### src/rtl/apb_pwm_pkg.sv
// Shared definitions for the APB PWM peripheral: master FSM state encoding,
// register selectors and the write-order helper used by masters and benches.
package apb_pwm_pkg;

    localparam logic [1:0] ST_IDLE   = 2'd0;
    localparam logic [1:0] ST_SETUP  = 2'd1;
    localparam logic [1:0] ST_ACCESS = 2'd2;

    localparam logic [1:0] REG_CTRL   = 2'd0;
    localparam logic [1:0] REG_PERIOD = 2'd1;
    localparam logic [1:0] REG_DUTY   = 2'd2;

    // Enabling writes CTRL last so the PWM never runs on stale period/duty;
    // disabling writes CTRL first so it stops before the values change.
    function automatic logic [1:0] reg_for_step(input logic [1:0] step, input logic enable);
        logic [1:0] sel;
        sel = REG_CTRL;
        if (enable) begin
            case (step)
                2'd0:    sel = REG_PERIOD;
                2'd1:    sel = REG_DUTY;
                default: sel = REG_CTRL;
            endcase
        end else begin
            case (step)
                2'd0:    sel = REG_CTRL;
                2'd1:    sel = REG_PERIOD;
                default: sel = REG_DUTY;
            endcase
        end
        return sel;
    endfunction

endpackage

### src/rtl/apb_wait_timer.sv
// Counts ACCESS-phase wait cycles; expired flags the last allowed cycle.
module apb_wait_timer #(
    parameter int TIMEOUT = 16
) (
    input  logic PCLK,
    input  logic PRESET,
    input  logic clr,
    input  logic inc,
    output logic expired
);

    localparam int W = $clog2(TIMEOUT);
    localparam logic [W-1:0] LAST = W'(TIMEOUT - 1);

    logic [W-1:0] count;

    always_ff @(posedge PCLK or posedge PRESET) begin
        if (PRESET) begin
            count <= '0;
        end else if (clr) begin
            count <= '0;
        end else if (inc) begin
            count <= count + 1'b1;
        end
    end

    assign expired = (count == LAST);

endmodule

### src/rtl/apb_pwm_cfg_master.sv
// APB master turning one host configuration request into three back-to-back
// PWM register writes, with wait-state handling and per-transfer timeout.
module apb_pwm_cfg_master
    import apb_pwm_pkg::*;
#(
    parameter int ADDR_W      = 32,
    parameter int DATA_W      = 32,
    parameter int TIMEOUT     = 16,
    parameter int ADDR_CTRL   = 0,
    parameter int ADDR_PERIOD = 1,
    parameter int ADDR_DUTY   = 2
) (
    input  logic              PCLK,
    input  logic              PRESET,
    input  logic              cfg_valid,
    output logic              cfg_ready,
    input  logic [DATA_W-1:0] cfg_period,
    input  logic [DATA_W-1:0] cfg_duty,
    input  logic              cfg_enable,
    output logic [ADDR_W-1:0] PADDR,
    output logic              PWRITE,
    output logic              PSEL,
    output logic              PENABLE,
    output logic [DATA_W-1:0] PWDATA,
    input  logic              PREADY,
    output logic              done,
    output logic              err
);

    logic [1:0]        state;
    logic [1:0]        idx;
    logic [DATA_W-1:0] period_q;
    logic [DATA_W-1:0] duty_q;
    logic              enable_q;
    logic              timer_clr;
    logic              timer_inc;
    logic              timer_expired;
    logic [1:0]        first_sel;
    logic [1:0]        next_sel;

    function automatic logic [ADDR_W-1:0] addr_for(input logic [1:0] sel);
        logic [ADDR_W-1:0] a;
        case (sel)
            REG_PERIOD: a = ADDR_W'(ADDR_PERIOD);
            REG_DUTY:   a = ADDR_W'(ADDR_DUTY);
            default:    a = ADDR_W'(ADDR_CTRL);
        endcase
        return a;
    endfunction

    function automatic logic [DATA_W-1:0] data_for(input logic [1:0] sel,
                                                   input logic [DATA_W-1:0] period,
                                                   input logic [DATA_W-1:0] duty,
                                                   input logic enable);
        logic [DATA_W-1:0] d;
        case (sel)
            REG_PERIOD: d = period;
            REG_DUTY:   d = duty;
            default:    d = {{(DATA_W-1){1'b0}}, enable};
        endcase
        return d;
    endfunction

    apb_wait_timer #(.TIMEOUT(TIMEOUT)) u_timer (
        .PCLK    (PCLK),
        .PRESET  (PRESET),
        .clr     (timer_clr),
        .inc     (timer_inc),
        .expired (timer_expired)
    );

    assign timer_clr = (state == ST_SETUP);
    assign timer_inc = (state == ST_ACCESS) && !PREADY;
    assign first_sel = reg_for_step(2'd0, cfg_enable);
    assign next_sel  = reg_for_step(idx + 2'd1, enable_q);

    // Outputs are registered from the next-state decision so the bus sees
    // clean values for the whole cycle; PREADY only feeds that decode.
    always_ff @(posedge PCLK or posedge PRESET) begin
        if (PRESET) begin
            state     <= ST_IDLE;
            idx       <= 2'd0;
            period_q  <= '0;
            duty_q    <= '0;
            enable_q  <= 1'b0;
            cfg_ready <= 1'b1;
            PSEL      <= 1'b0;
            PENABLE   <= 1'b0;
            PWRITE    <= 1'b0;
            PADDR     <= '0;
            PWDATA    <= '0;
            done      <= 1'b0;
            err       <= 1'b0;
        end else begin
            done <= 1'b0;
            err  <= 1'b0;
            case (state)
                ST_IDLE: begin
                    if (cfg_valid) begin
                        period_q  <= cfg_period;
                        duty_q    <= cfg_duty;
                        enable_q  <= cfg_enable;
                        idx       <= 2'd0;
                        state     <= ST_SETUP;
                        cfg_ready <= 1'b0;
                        PSEL      <= 1'b1;
                        PWRITE    <= 1'b1;
                        PENABLE   <= 1'b0;
                        PADDR     <= addr_for(first_sel);
                        PWDATA    <= data_for(first_sel, cfg_period, cfg_duty, cfg_enable);
                    end
                end
                ST_SETUP: begin
                    state   <= ST_ACCESS;
                    PENABLE <= 1'b1;
                end
                ST_ACCESS: begin
                    if (PREADY && idx != 2'd2) begin
                        idx     <= idx + 2'd1;
                        state   <= ST_SETUP;
                        PENABLE <= 1'b0;
                        PADDR   <= addr_for(next_sel);
                        PWDATA  <= data_for(next_sel, period_q, duty_q, enable_q);
                    end else if (PREADY || timer_expired) begin
                        state     <= ST_IDLE;
                        idx       <= 2'd0;
                        cfg_ready <= 1'b1;
                        PSEL      <= 1'b0;
                        PENABLE   <= 1'b0;
                        PWRITE    <= 1'b0;
                        PADDR     <= '0;
                        PWDATA    <= '0;
                        done      <= 1'b1;
                        err       <= !PREADY;
                    end
                end
                default: begin
                    state     <= ST_IDLE;
                    idx       <= 2'd0;
                    cfg_ready <= 1'b1;
                    PSEL      <= 1'b0;
                    PENABLE   <= 1'b0;
                    PWRITE    <= 1'b0;
                    PADDR     <= '0;
                    PWDATA    <= '0;
                end
            endcase
        end
    end

endmodule

### config.mk
export PLATFORM = sky130hd
export DESIGN_NAME = apb_pwm_cfg_master
export DESIGN_NICKNAME = d
export VERILOG_FILES = /design/src/rtl/apb_pwm_pkg.sv /design/src/rtl/apb_wait_timer.sv /design/src/rtl/apb_pwm_cfg_master.sv
export SDC_FILE = /design/constraint.sdc
export NUM_CORES = 1
export LEC_CHECK = 0
export ABC_AREA = 1
export CAP_MARGIN = 40
export CORE_UTILIZATION = 40
export DETAILED_ROUTE_END_ITERATION = 6
export PLACE_DENSITY = 0.67
export RECOVER_POWER = 25
export SLEW_MARGIN = 20
export SYNTH_ARGS = -nofsm -noshare
export SYNTH_HDL_FRONTEND = slang
export SYNTH_SLANG_ARGS = --single-unit
### constraint.sdc
create_clock -name PCLK -period 4.7 [get_ports PCLK]
set_input_delay 0.47 -clock PCLK [delete_from_list [all_inputs] [get_ports PCLK]]
set_output_delay 0.47 -clock PCLK [all_outputs]
set_load 0.02 [all_outputs]
# Word-level counts from Yosys, hierarchy flattened
# Index checks and enable logic that the tools add are counted.
# classes
mux,40
bitwise,1
reduce_logical,11
n_eq_ne,13
n_addsub,2
mul,0
n_div,0
magnitude_cmp,0
shifts,0
# op_table
op,n
one-hot mux 32 bit (3 select lines),2
two-way mux 32 bit,5
one-hot mux 32 bit (2 select lines),2
one-hot mux 2 bit (2 select lines),4
two-way mux 1 bit,14
two-way mux 2 bit,6
one-hot mux 2 bit (3 select lines),2
one-hot mux 1 bit (3 select lines),3
"== test 2 x 1 -> 1 bit, second input constant",4
two-way mux 4 bit,2
"== test 2 bit, second input constant",3
"!= test 2 bit, second input constant",3
"adder 4 x 1 -> 4 bit, second input constant",1
"== test 4 bit, second input constant",1
logical NOT 2 bit,2
AND reduction 2 bit,2
AND reduction 4 bit,1
"!= test 3 x 1 -> 1 bit, second input constant",1
AND reduction 3 bit,1
"adder 2 x 1 -> 2 bit, second input constant",1
logical AND 1 bit,2
"!= test 2 x 1 -> 1 bit, second input constant",1
nonzero test 2 bit,1
logical NOT 1 bit,1
other kinds (2),2
# totals
ff_bits,142
romBits,0
memories,0
latchBits,0
mem_bits_rw,0

# Logic depth before layout (Yosys ltp)
# depth
word_depth,8
mapped_depth,14
ltp_nobuf,12

# Cells and area by module
# Synthesis repeated with hierarchy kept, for this count alone.
# hier_totals
hier_cells,608
hier_area_um2,5601.6
# modules_own_cells
mod,seq_area_each_um2,area_per_inst_um2,cells_each,n_inst
apb_pwm_cfg_master,2678.8,5401.4,583,1
apb_wait_timer,100.1,200.2,25,1

# Worst setup path after synthesis
# Ideal clock, no wire load.
# synth_timing
path_type,register -> register
start,register idx[0]
end,register PWDATA[12]
path_slack_ps,2697
arrival_time_ps,1938
path_buffers,1
path_stages_with_launch,13
period_less_slack_ps,2003
required_ps,4635
setup_time_ps,65
cell_sequence,dfrtp_1 -> inv_1 -> ha_1 -> or2_2 -> o21ai_0 -> inv_1 -> ha_1 -> inv_1 -> clkbuf_1 -> nand3_1 -> nand2_1 -> nand2_1 -> nand2_1
# synth_via
elab_chain_cells,8
elab_cells_between_ends,15
# synth_lines
element,line,source
from (decl),apb_pwm_cfg_master.sv:31,logic [1:0] idx;
from (signal assigned),apb_pwm_cfg_master.sv:119,idx <= idx + 2'd1;
adder 2 x 1 -> 2 bit,apb_pwm_cfg_master.sv:75,"assign next_sel = reg_for_step(idx + 2'd1, enable_q);"
== test 2 x 1 -> 1 bit or logical NOT 2 bit (tied branches),"apb_pwm_pkg.sv:19, apb_pwm_pkg.sv:25",
"one-hot mux 2 bit (2 select lines), on equally long branches","apb_pwm_pkg.sv:25, apb_pwm_pkg.sv:19",
two-way mux 2 bit,apb_pwm_pkg.sv:18,if (enable) begin
== test 2 bit or == test 2 x 1 -> 1 bit (tied branches),apb_pwm_cfg_master.sv:56,case (sel)
one-hot mux 32 bit (2 select lines),apb_pwm_cfg_master.sv:56,
two-way mux 32 bit,apb_pwm_cfg_master.sv:118,if (PREADY && idx != 2'd2) begin
one-hot mux 32 bit (3 select lines),apb_pwm_cfg_master.sv:97,case (state)
to (signal assigned),apb_pwm_cfg_master.sv:110,"PWDATA <= data_for(first_sel, cfg_period, cfg_duty, cfg_enable);"
to (signal assigned),apb_pwm_cfg_master.sv:123,"PWDATA <= data_for(next_sel, period_q, duty_q, enable_q);"
to (decl),apb_pwm_cfg_master.sv:24,"output logic [DATA_W-1:0] PWDATA,"
# Parallel ways exist; a longest one is shown, timed or not.
# A chain may end at the register's enable or synchronous reset.

# Final worst setup path
# layout_timing
start,register idx[0]
end,register PWDATA[0]
# Same word-level chain as after synthesis.

==> results.md <==
* Synth Instances at 747
* Reg-to-Reg End: PWDATA[0]
* Largest net degree at the start of global routing at 67
* Floorplan Core Area at 0.0138 mm²
* Post-DP HPWL at 8610 µm
* Die area at 0.0146 mm²
* Clk network pwr share at between 10% and 20%
* Gr usage total at 19.7%
* Sequential area share after synthesis at 49.3%
* RSZ-0062 raised after global routing: false
* Synth warn at 0
* Placed insts at 1,004
* Leakage power at 3.76 nW
* WL met3 at 860 µm
* Share of layout cells above drive strength 1 at 5.48%
* Int Pwr at between 0.002 and 0.003 W
* Drt first pass iters at 4
* Highest clock rate at roughly 370 MHz
* Ports at 139
* Worst EP arrival at 2.92 ns
* Starting Density at 40.8%
* Die Wd at 121 µm
* Fin cells at 1,020
* ANT nets after route at 0
* Hold Path End: cfg_ready
* Sink Count at 111
* Congestion Overflow GR at 0
* Fin area at 0.00698 mm²
* Vias in the first global route at 4,511
* Wirelength per Cell at ~13 µm
* Syn_area_per_cell at between 7 and 8 µm²
* Violated checks: capacitance limit, slew limit
* Most frequent cell after synthesis: nand2_1
* WL final at 13,400 µm
* Max-cap violations at 1
* Combinational share of power at 47.9%
* CP Max Fanout at 21
* Yosys top cell by area: dfrtp_1
* Top-area cell type share of the netlist area at 48.8%
* Crit path launch type: register
* DRC Markers at 0
* Layout area overhead at 23.7%
* Status: complete, but fails checks
* H-tree depth at 3
* Filler cells at 1,404
* Fin crit period at between 2 and 3 ns
* Clk_skew at 0.00851 ns
* Tightest hold margin at 0.461 ns
* CP Capture Type: register
* Hold_sp: cfg_ready
* R2R setup slack at a little over 2 ns
* Most used DFF post-synth: dfrtp_1
* Commonest cells in the synthesized netlist: 464 x nand2_1, 110 x dfrtp_1, 41 x nand3_1, 39 x buf_4, 16 x inv_1
* Setup tns final at 0 ns
* Buffers on Ports at roughly 110
* CTS Hold Buffers Added at 0
* Placer Congestion at 0.744
* Clock latency on the worst-skew pair at 0.35 ns
* Clock tree buffer depth at 2
* CTS tree: built
* Antenna Diode Count at 0
* Crit Path Class: register to register
* Initial antenna violation count at 0
* # rows at 43
* DR vias/cell at 4.59
* Async set-reset flop share out of synthesis at 100%
* Hold WC Path Type: register to register
* Synth Register Bits at 111
* PD cells at 684 mW/mm²
* Final core utilization at about half
* EDFF count, synth at 0
* Num CTS Buffers at 9
* First-pass GRT wire length at approximately 22,000 µm
* Sw Ratio at 43.3%
* R2r startpoint: idx[0]
* CTS Root Cell: clkbuf_16
* Reg2Reg Depth at 13
* Placed Area at 0.00666 mm²
* Number of DRC markers in iteration 0 at 315
* Switching pwr at 0.00207 W
* Cell variety after synth at 27
* Max_slew headroom at -40.3%
* Post-synthesis cell area at between 0.005 and 0.006 mm²
* Final Hold Vio Count at 0
* Met2 wire len at around 6300 µm
* VDD IR max at just over 0.0004 V
* Die H at 121 µm
* Max Slew Vio Count at 47
* Worst path required time at ~5.0 ns
* Actual slew at the worst max-slew pin at 2.09 ns
* Setup violators final at 0
* Final net count at 910
* Top cells by area, synth: dfrtp_1 49%, nand2_1 31%, buf_4 5.2%
* Sequential fraction of design power at ~35%
* Crit share post-route at roughly 57%
* Met1 Routed Length at 6100 µm
* # resized after CTS at 0
* WHS Path Cells at 2
* Postcts setup bufs at 0
* Vias at 4,679
* Highest metal used: met4
* Clock-pin slew on the worst setup and hold paths at 0.07 ns
[per-layer routing]
layer	vias to the layer above	GRT usage, %
met5	-	0
met4	0	5.32
met3	8	5.28
met2	144	32.0
met1	2150	26.1
li1	2377	-
[power by group through the flow]
| stage | sequential, W | clock [W] | combinational (W) |
|---|---|---|---|
| final | 0.00165 | 0.000836 | 0.00229 |
| after global routing | 0.00170 | 0.000899 | 0.00256 |
| after CTS | 0.00165 | 0.000865 | 0.00233 |
| after detailed placement | 0.00166 | 0 | 0.00231 |
| after global placement | 0.00165 | 0 | 0.00218 |
| after floorplan | 0.00179 | 0 | 0.00144 |
[worst max-delay path by stage]
stage	endpoint	slack, ns	startpoint
2_1_floorplan	PADDR[0]	1.30	PRESET
3_3_place_gp	PWDATA[0]	1.99	idx[0]
3_5_place_dp	PWDATA[0]	2.05	idx[0]
4_1_cts	PWDATA[0]	2.04	idx[0]
5_1_grt	PWDATA[0]	1.82	idx[0]
6_report	PWDATA[0]	2.03	idx[0]
[registers in the layout (all words and copies together), names as in the netlist]
signal,count
duty_q,32
PSEL,1
period_q,32
err,1
cfg_ready,1
done,1
state,2
PADDR,2
u_timer.count,4
enable_q,1
idx,2
PWDATA,32
[critical path, cell delays in order, from the launching register on]
cell and delay [ns]:
dfrtp_1 0.38, inv_1 0.09, ha_1 0.20, or2_2 0.28, o21ai_0 0.11, inv_1 0.08
ha_1 0.29, inv_1 0.59, buf_8 0.23, nand3_1 0.08, nand3_1 0.08, nand2_1 0.06
nand2_2 0.05, nand2_1 0.04
[layout by cell type, fill, tap and decap left out, types with 2 or more instances in the layout]
cell and count:
dlygate4sd3_1 2, nand2_2 7, clkbuf_16 9, o21ai_0 6, clkdlybuf4s50_1 106, inv_1 14, a21oi_1 2, bufinv_16 2
nor2_1 7, dfrtp_1 110, or2_2 2, nand2_4 3, conb_1 30, nand2_1 464, buf_4 6, inv_2 3
nor2_4 3, clkinvlp_4 2, nand3_1 41, ha_1 6, clkbuf_8 2
[cells by family (layout without fill, tap and decap cells)]
| group | count (synthesis) | after routing | share of synthesized area (%) |
|---|---|---|---|
| compound gates | 10 | 10 | 0.954 |
| xor+xnor | 1 | 1 | 0.155 |
| fa+ha+maj | 6 | 6 | 1.33 |
| buf+inv | 86 | 150 | 9.83 |
| flops | 111 | 111 | 49.3 |
| other cells | 1 | 30 | 0.0665 |
| simple gates | 532 | 532 | 38.4 |
[metrics by stage]
step | power (W) | setup WS [ns]
floorplan | 0.00324 | 1.30
global placement | 0.00384 | 1.99
detailed placement | 0.00397 | 2.05
CTS | 0.00484 | 2.04
global route | 0.00516 | 1.82
finish | 0.00477 | 2.03
[layout make-up]
class | count | area (µm²) | area share (%)
sequential | 111 | 2780 | 39.8
multi-input combinational | 579 | 2400 | 34.4
timing repair buffer | 116 | 1170 | 16.7
clock buffer | 11 | 253 | 3.62
tap | 180 | 225 | 3.23
clock inverter | 5 | 80.1 | 1.15
inverter | 18 | 68.8 | 0.986
Note: power is estimated with default switching activity, not from simulation.
